===== src/rtl/stream_tx_packer_if.sv =====
// Sample-in / FIFO-write bundle for the transmit packer.
// master = packer side (consumes samples, drives FIFO din/wr_en), slave = environment side.
// Ports: sample_in/sample_valid/sample_ready (byte stream), dout_32/wr_en_32/full_32 (FIFO write port).
interface stream_tx_packer_if;
    logic [7:0]  sample_in;
    logic        sample_valid;
    logic        sample_ready;
    logic [31:0] dout_32;
    logic        wr_en_32;
    logic        full_32;

    modport master (
        input  sample_in,
        input  sample_valid,
        input  full_32,
        output sample_ready,
        output dout_32,
        output wr_en_32
    );

    modport slave (
        output sample_in,
        output sample_valid,
        output full_32,
        input  sample_ready,
        input  dout_32,
        input  wr_en_32
    );
endinterface


===== src/rtl/stream_tx_packer.sv =====
// Packs 8-bit samples little-endian into 32-bit words and writes framed packets
// (header, WORDS_PER_FRAME payload words, optional checksum trailer) into a host FIFO.
// Latency: 4th byte accepted -> word pending next cycle -> wr_en_32 as soon as full_32 is low.
// Backpressure: full_32 stalls the pending word indefinitely; sample_ready is low while a word is pending.
// Ports: clk, rst (async, active-high); bus (master modport: sample stream in, FIFO write port out);
//        busy (frame in progress), frame_done (1-cycle pulse), frame_count (completed frames, wraps).
// Build option: define STREAM_TX_CHECKSUM_EN to append a sum-mod-2^32 trailer of the payload words.
module stream_tx_packer #(
    parameter int unsigned WORDS_PER_FRAME = 16,
    parameter logic [15:0] HDR_MAGIC       = 16'hA55A
) (
    input  logic                      clk,
    input  logic                      rst,
    stream_tx_packer_if.master        bus,
    output logic                      busy,
    output logic                      frame_done,
    output logic [15:0]               frame_count
);

    localparam logic [15:0] WPF16     = 16'(WORDS_PER_FRAME);
    localparam logic [15:0] LAST_WORD = 16'(WORDS_PER_FRAME - 1);

    typedef enum logic [2:0] {
        S_IDLE,
        S_HEADER,
        S_PAYLOAD,
`ifdef STREAM_TX_CHECKSUM_EN
        S_CHECKSUM,
`endif
        S_DONE
    } state_t;

    state_t      state;
    logic [31:0] dout_q;
    logic        pending;
    logic [1:0]  byte_cnt;
    logic [15:0] word_cnt;
    logic [15:0] frame_count_q;
`ifdef STREAM_TX_CHECKSUM_EN
    logic [31:0] acc;
`endif

    logic ready;
    logic wr;
    logic accept;

    // Write and accept can never coincide: one needs pending set, the other clear.
    assign wr     = pending & ~bus.full_32;
    assign ready  = (state == S_PAYLOAD) & ~pending;
    assign accept = bus.sample_valid & ready;

    assign bus.dout_32      = dout_q;
    assign bus.wr_en_32     = wr;
    assign bus.sample_ready = ready;
    assign busy             = (state != S_IDLE);
    assign frame_done       = (state == S_DONE);
    assign frame_count      = frame_count_q;

    always_ff @(posedge clk or posedge rst) begin
        if (rst) begin
            state         <= S_IDLE;
            dout_q        <= 32'd0;
            pending       <= 1'b0;
            byte_cnt      <= 2'd0;
            word_cnt      <= 16'd0;
            frame_count_q <= 16'd0;
`ifdef STREAM_TX_CHECKSUM_EN
            acc           <= 32'd0;
`endif
        end else begin
            case (state)
                S_IDLE: begin
                    byte_cnt <= 2'd0;
                    word_cnt <= 16'd0;
`ifdef STREAM_TX_CHECKSUM_EN
                    acc      <= 32'd0;
`endif
                    // The triggering sample stays on the bus; it is consumed in PAYLOAD.
                    if (bus.sample_valid) begin
                        dout_q  <= {HDR_MAGIC, WPF16};
                        pending <= 1'b1;
                        state   <= S_HEADER;
                    end
                end

                S_HEADER: begin
                    if (wr) begin
                        pending <= 1'b0;
                        state   <= S_PAYLOAD;
                    end
                end

                S_PAYLOAD: begin
                    // dout_q doubles as the assembly register: lanes are filled while
                    // nothing is pending, so the FIFO-facing word never moves mid-write.
                    if (accept) begin
                        dout_q[{byte_cnt, 3'b000} +: 8] <= bus.sample_in;
                        byte_cnt                        <= byte_cnt + 2'd1;
                        if (byte_cnt == 2'd3) begin
                            pending <= 1'b1;
`ifdef STREAM_TX_CHECKSUM_EN
                            acc     <= acc + {bus.sample_in, dout_q[23:0]};
`endif
                        end
                    end
                    if (wr) begin
                        if (word_cnt == LAST_WORD) begin
                            word_cnt <= 16'd0;
`ifdef STREAM_TX_CHECKSUM_EN
                            // Trailer is loaded on the same edge the last payload word leaves.
                            dout_q   <= acc;
                            pending  <= 1'b1;
                            state    <= S_CHECKSUM;
`else
                            pending  <= 1'b0;
                            state    <= S_DONE;
`endif
                        end else begin
                            word_cnt <= word_cnt + 16'd1;
                            pending  <= 1'b0;
                        end
                    end
                end

`ifdef STREAM_TX_CHECKSUM_EN
                S_CHECKSUM: begin
                    if (wr) begin
                        pending <= 1'b0;
                        state   <= S_DONE;
                    end
                end
`endif

                S_DONE: begin
                    frame_count_q <= frame_count_q + 16'd1;
                    state         <= S_IDLE;
                end

                default: begin
                    state   <= S_IDLE;
                    pending <= 1'b0;
                end
            endcase
        end
    end

endmodule


===== src/flat_wrapper.sv =====
// flat-port wrapper written by rule: the top's interface ports become plain ports
module stream_tx_packer_flat 
#(
    parameter int unsigned WORDS_PER_FRAME = 16,
    parameter logic [15:0] HDR_MAGIC       = 16'hA55A
)
  (clk, rst, busy, frame_done, frame_count, bus_sample_in, bus_sample_valid, bus_full_32, bus_sample_ready, bus_dout_32, bus_wr_en_32);
  stream_tx_packer_if bus_i ();
  input  logic clk;
  input  logic rst;
  output logic busy;
  output logic frame_done;
  output logic [15:0] frame_count;
  input wire logic [$bits(bus_i.sample_in)-1:0] bus_sample_in;
  input wire logic [$bits(bus_i.sample_valid)-1:0] bus_sample_valid;
  input wire logic [$bits(bus_i.full_32)-1:0] bus_full_32;
  output wire logic [$bits(bus_i.sample_ready)-1:0] bus_sample_ready;
  output wire logic [$bits(bus_i.dout_32)-1:0] bus_dout_32;
  output wire logic [$bits(bus_i.wr_en_32)-1:0] bus_wr_en_32;
  assign bus_i.sample_in = bus_sample_in;
  assign bus_i.sample_valid = bus_sample_valid;
  assign bus_i.full_32 = bus_full_32;
  assign bus_sample_ready = bus_i.sample_ready;
  assign bus_dout_32 = bus_i.dout_32;
  assign bus_wr_en_32 = bus_i.wr_en_32;
  stream_tx_packer #(.WORDS_PER_FRAME(WORDS_PER_FRAME), .HDR_MAGIC(HDR_MAGIC)) u_core (.clk(clk), .rst(rst), .bus(bus_i), .busy(busy), .frame_done(frame_done), .frame_count(frame_count));
endmodule

===== config.mk =====
export PLATFORM = sky130hd
export DESIGN_NAME = stream_tx_packer_flat
export DESIGN_NICKNAME = d
export VERILOG_FILES = /design/src/rtl/stream_tx_packer_if.sv /design/src/rtl/stream_tx_packer.sv /design/src/flat_wrapper.sv
export SDC_FILE = /design/constraint.sdc
export NUM_CORES = 1
export LEC_CHECK = 0
export ABC_AREA = 1
export BUFFER_PORTS_ARGS = -buffer_cell sky130_fd_sc_hd__buf_4
export CORE_MARGIN = 8
export CORE_UTILIZATION = 55
export CTS_CLUSTER_DIAMETER = 60
export DETAILED_ROUTE_END_ITERATION = 12
export PLACE_DENSITY = 0.75
export SLEW_MARGIN = 20
export SYNTH_ARGS = -nofsm -noshare
export SYNTH_HDL_FRONTEND = slang
export SYNTH_SLANG_ARGS = --single-unit

===== constraint.sdc =====
create_clock -name clk -period 4.1 [get_ports clk]
set_input_delay 0.82 -clock clk [delete_from_list [all_inputs] [get_ports clk]]
set_output_delay 0.82 -clock clk [all_outputs]
set_load 0.03 [all_outputs]

# == Yosys cells after proc, flatten, opt, wreduce, memory -nomap -nowiden ==
# Index checks and enable logic that the tools add are counted.
# classes
add_sub_neg,4
n_eq_ne,12
n_shift,2
n_mux,20
n_bitwise,6
n_reduce_logical,8
# op_table
operator,n
32-bit 2-to-1 mux,2
32-bit one-hot mux with 2 select lines,1
16-bit by 1-bit adder with 16-bit output (second input constant),2
32-bit bitwise mux,1
16-bit 2-to-1 mux,2
16-bit one-hot mux with 2 select lines,1
8-bit by 7-bit variable shift with 32-bit output (first input constant),1
8-bit by 7-bit indexed part select with 32-bit output,1
16-bit by 4-bit == test with 1-bit output (second input constant),1
3-bit 2-to-1 mux,4
3-bit one-hot mux with 3 select lines,1
2-bit inequality test (second input constant),4
5-bit negator with 7-bit output,1
3-bit by 2-bit == test with 1-bit output (second input constant),2
1-bit 2-to-1 mux,5
5-bit AND reduction,1
1-bit one-hot mux with 4 select lines,1
2-bit one-hot mux with 2 select lines,1
2-bit AND reduction,2
4-bit AND reduction,1
1-bit AND,3
3-bit by 1-bit == test with 1-bit output (second input constant),1
3-bit logical NOT,1
3-bit by 2-bit inequality test with 1-bit output (second input constant),1
9 further kinds,11
# word_totals
reg_bits,70
in_bits,12
out_inout_bits,52

# == Longest topological paths before layout ==
# logic_depth
word_depth,6
mapped_depth,12
mapped_depth_nobuf,11

# == Worst setup path after synthesis ==
# OpenSTA, ideal clock, no wires.
# synth_timing
path_type,input-to-output
from,input bus_full_32
to,output bus_wr_en_32
arrival_ns,1.155
required_ns,3.280
slack_ns,2.125
path_stages,3
path_buffers,0
cell_sequence,inv_1 nand2_1 inv_1
# synth_between
elab_chain_cells,2
# synth_rtl
item,line_no,rtl
start: declaration,flat_wrapper.sv:16,input wire logic [$bits(bus_i.full_32)-1:0] bus_full_32;
1-bit NOT,stream_tx_packer.sv:48,assign wr = pending & ~bus.full_32;
1-bit AND,stream_tx_packer.sv:48,
end: declaration,flat_wrapper.sv:19,output wire logic [$bits(bus_i.wr_en_32)-1:0] bus_wr_en_32;
# Every way passes these cells.

# == Worst setup path after layout ==
# layout_timing
from,register u_core.state[0]
to,output bus_sample_ready
# layout_between
elab_chain_cells,2
# layout_rtl
item,line_no,rtl
start: declaration,stream_tx_packer.sv:33,state_t state;
start signal: assignment,stream_tx_packer.sv:61,state <= S_IDLE;
start signal: assignment,stream_tx_packer.sv:82,state <= S_HEADER;
start signal: assignment,stream_tx_packer.sv:89,state <= S_PAYLOAD;
3-bit by 2-bit == test with 1-bit output,stream_tx_packer.sv:49,assign ready = (state == S_PAYLOAD) & ~pending;
1-bit AND,stream_tx_packer.sv:49,
end: declaration,flat_wrapper.sv:17,output wire logic [$bits(bus_i.sample_ready)-1:0] bus_sample_ready;
# Every way passes these cells.

==> flow_summary.yaml <==
status:
  status: "finished clean"
global_route:
  grt_pass1_wl_um: 14200
  grt_max_degree: 45
  grt_overflow: 0
  antenna_found_initial: 0
  grt_pass1_vias: 3036
  gr-usage-all-layers: 0.179
timing:
  period_needed_ns: 2.76
  timing.fmax_mhz: 363
  tightest_slew_ns: 0.929
  finalHoldViolCount: 0
  skew_ns: 0.0130
  rsz0062_at_grt: "false"
  fin_setup_tns_ns: 0
  hold_slack_ns: 0.483
  final-setup-viol-count: 0
  setup_slack_ns: 1.34
  drv_slew: 0
  relSlewSlack: 0.380
  final.period_utilization: 0.673
clocking:
  insertion_delay_ns: 0.35
  root_buffer: "clkbuf_8"
  post_cts_buffers: 0
  cts.path.max_buffers: 2
  htreeDepth: 3
  cts_tree: "yes"
  clkTransAtPathRegs_ns: 0.07
  clock-sinks: 69
  numCtsBuffers: 9
  cts_resized: 0
  hold_buffers: 0
critical_path:
  crit_family: "adder cells"
  worstPathRequired_ns: 3.28
  end_kind: "primary output"
  crit_chain: "inv_1 > ha_1 > inv_6 > nor2_8 > buf_4"
  start_kind: "flop"
  cp_max_fo: 19
  worst-endpoint-arrival_ns: 1.94
  slowest_delay_ns: 0.67
  worst-path-buf-inv: 3
  critical_path_class: "flop to primary output"
  slowest_stage: "ha_1"
pwr:
  pwr-share-clk: 0.240
  pwr-share-seq: 0.324
  peakVddDrop_v: 0.000317
  total_leakage_power_nw: 2.29
  p_per_area_nw_per_um2: 642
  p_int_mw: 1.61
  netSwitchingPower_mw: 1.25
  combPwrFrac: 0.435
  switching_share: 0.437
logic_synthesis:
  synth.area.top_cells: "dfrtp_1 47%, nand2_1 13%, nor2_1 5.7%"
  synth.distinct_cells: 31
  syn-instance-count: 454
  yosys_warnings: 0
  synthesis.area_um2: 3690
  syn_nets: 477
  ys_ff_latch: 69
  synth_top_area_frac: 0.468
  async_flop_share: 1.00
  yosysSeqAreaShare: 0.468
  synth_edf_count: 0
  synth_flop_cell: "dfrtp_1"
  syn_area_per_cell_um2: 8.12
  synth_top_cell_by_area: "dfrtp_1"
cells_and_area:
  final_area_um2: 4460
  antennaDiodeCount: 0
  fillerInstances: 555
  syn_to_final_growth_pct: 20.9
  layout_commonest_cell: "nand2_1"
  nets: 545
  layout-drive-gt1-share: 0.213
  seq_area_um2: 1730
  final_cell_mix: "129 x nand2_1, 69 x dfrtp_1, 64 x buf_4"
  multiInputGateArea_um2: 1680
  fin_util: 0.671
route:
  vias: 3115
  drt-met1-wl_um: 3810
  viasPerCell: 5.13
  ant_nets: 0
  wl_met3_um: 548
  drtIter0Drc: 148
  drc: 0
  routed-wl-met2_um: 3710
  routed_wl_um: 8160
  wl_per_cell_um: 13.4
  drtPass1Iterations: 5
  top_layer: "met4"
worst_hold_path:
  min_path_type: "flop to flop"
placed_design:
  port_buffers: 63
  dp_slack_ns: 1.70
  place_congestion: 0.891
  post_dp_cell_area_um2: 4210
  hpwl_um: 6010
floorplanning:
  die-area_um2: 9580
  die_x_um: 97.9
  num_rows: 30
  die_h_um: 97.9
  pin_count: 64
  core_um2: 6640
  initial_core_util: 0.555
job:
  drv_cap: 0
## flip-flops by register name, indices dropped and copies added (netlist names)
signal              flops
u_core.state            2
u_core.frame_count     16
u_core.word_cnt        16
u_core.bus.dout_32     32
u_core.byte_cnt         2
u_core.pending          1
## worst register-to-register path, cell delays in order, from the launching register on
cell and delay, ns:
dfrtp_1 0.66, clkinv_1 0.40, ha_1 0.43, inv_1 0.12, nand4_1 0.12, nor2_1 0.41
nand3_1 0.14, nand2_1 0.07
## cells in the mapped netlist (2+ instances only)
| cell | count |
|---|---|
| xor2_1 | 11 |
| ha_1 | 11 |
| clkbuf_1 | 2 |
| nand3_1 | 32 |
| xnor2_1 | 6 |
| nor2_1 | 56 |
| buf_6 | 4 |
| o21ai_2 | 20 |
| o21bai_1 | 3 |
| nand2_2 | 2 |
| nor3_1 | 5 |
| inv_1 | 55 |
| dfrtp_1 | 69 |
| nand2_4 | 3 |
| o21ai_0 | 20 |
| a21oi_1 | 3 |
| nand4_1 | 10 |
| nand2_1 | 129 |
## power by group through the flow
stage               combinational [mW]  sequential [mW]  clock (mW)
floorplan                        0.760             1.11           0
global placement                  1.23            0.931           0
detailed placement                1.25            0.935           0
CTS                               1.26            0.925       0.701
global route                      1.37            0.940       0.730
finish                            1.25            0.927       0.688
## worst paths after layout
path,start,endpoint,slack (ns),depth (start not counted)
max,u_core.state[0],bus_sample_ready,1.34,5
min,u_core.bus.dout_32[21],u_core.bus.dout_32[21],0.48,2
max reg2reg,u_core.byte_cnt[0],u_core.bus.dout_32[5],1.68,7
min reg2reg,u_core.bus.dout_32[21],u_core.bus.dout_32[21],0.48,2
max in group asynchronous,rst,u_core.word_cnt[2],2.54,3
min in group asynchronous,rst,u_core.bus.dout_32[16],0.68,2
## per-layer routing
metal  GRT usage  up-vias
met5           0        -
met4      0.0600        0
met3      0.0612       14
met2       0.272       85
met1       0.231     1455
li1            -     1561
## stage by stage
step	total power, mW	cells
after floorplan	1.87	454
after global placement	2.16	591
after detailed placement	2.19	591
after CTS	2.88	607
after global routing	3.04	607
final	2.86	607
## layout make-up
type | instances | area share
flip-flops and latches | 69 | 0.387
multi-input cells | 320 | 0.376
repair buffers | 64 | 0.108
inverters | 58 | 0.0500
clock buffers | 11 | 0.0317
clock inverters | 5 | 0.0241
well taps | 80 | 0.0225
## logic make-up (layout without fill, tap and decap cells)
family | after synthesis | in the layout | synth area share
AOI/OAI and AO/OA | 50 | 50 | 0.0954
adders and majority gates | 11 | 11 | 0.0373
buffers and inverters | 65 | 138 | 0.0767
DFF | 69 | 69 | 0.468
xor gates and xnor gates | 17 | 17 | 0.0404
and+or+nand+nor | 242 | 242 | 0.282
Note: power is estimated with default switching activity, not from simulation.
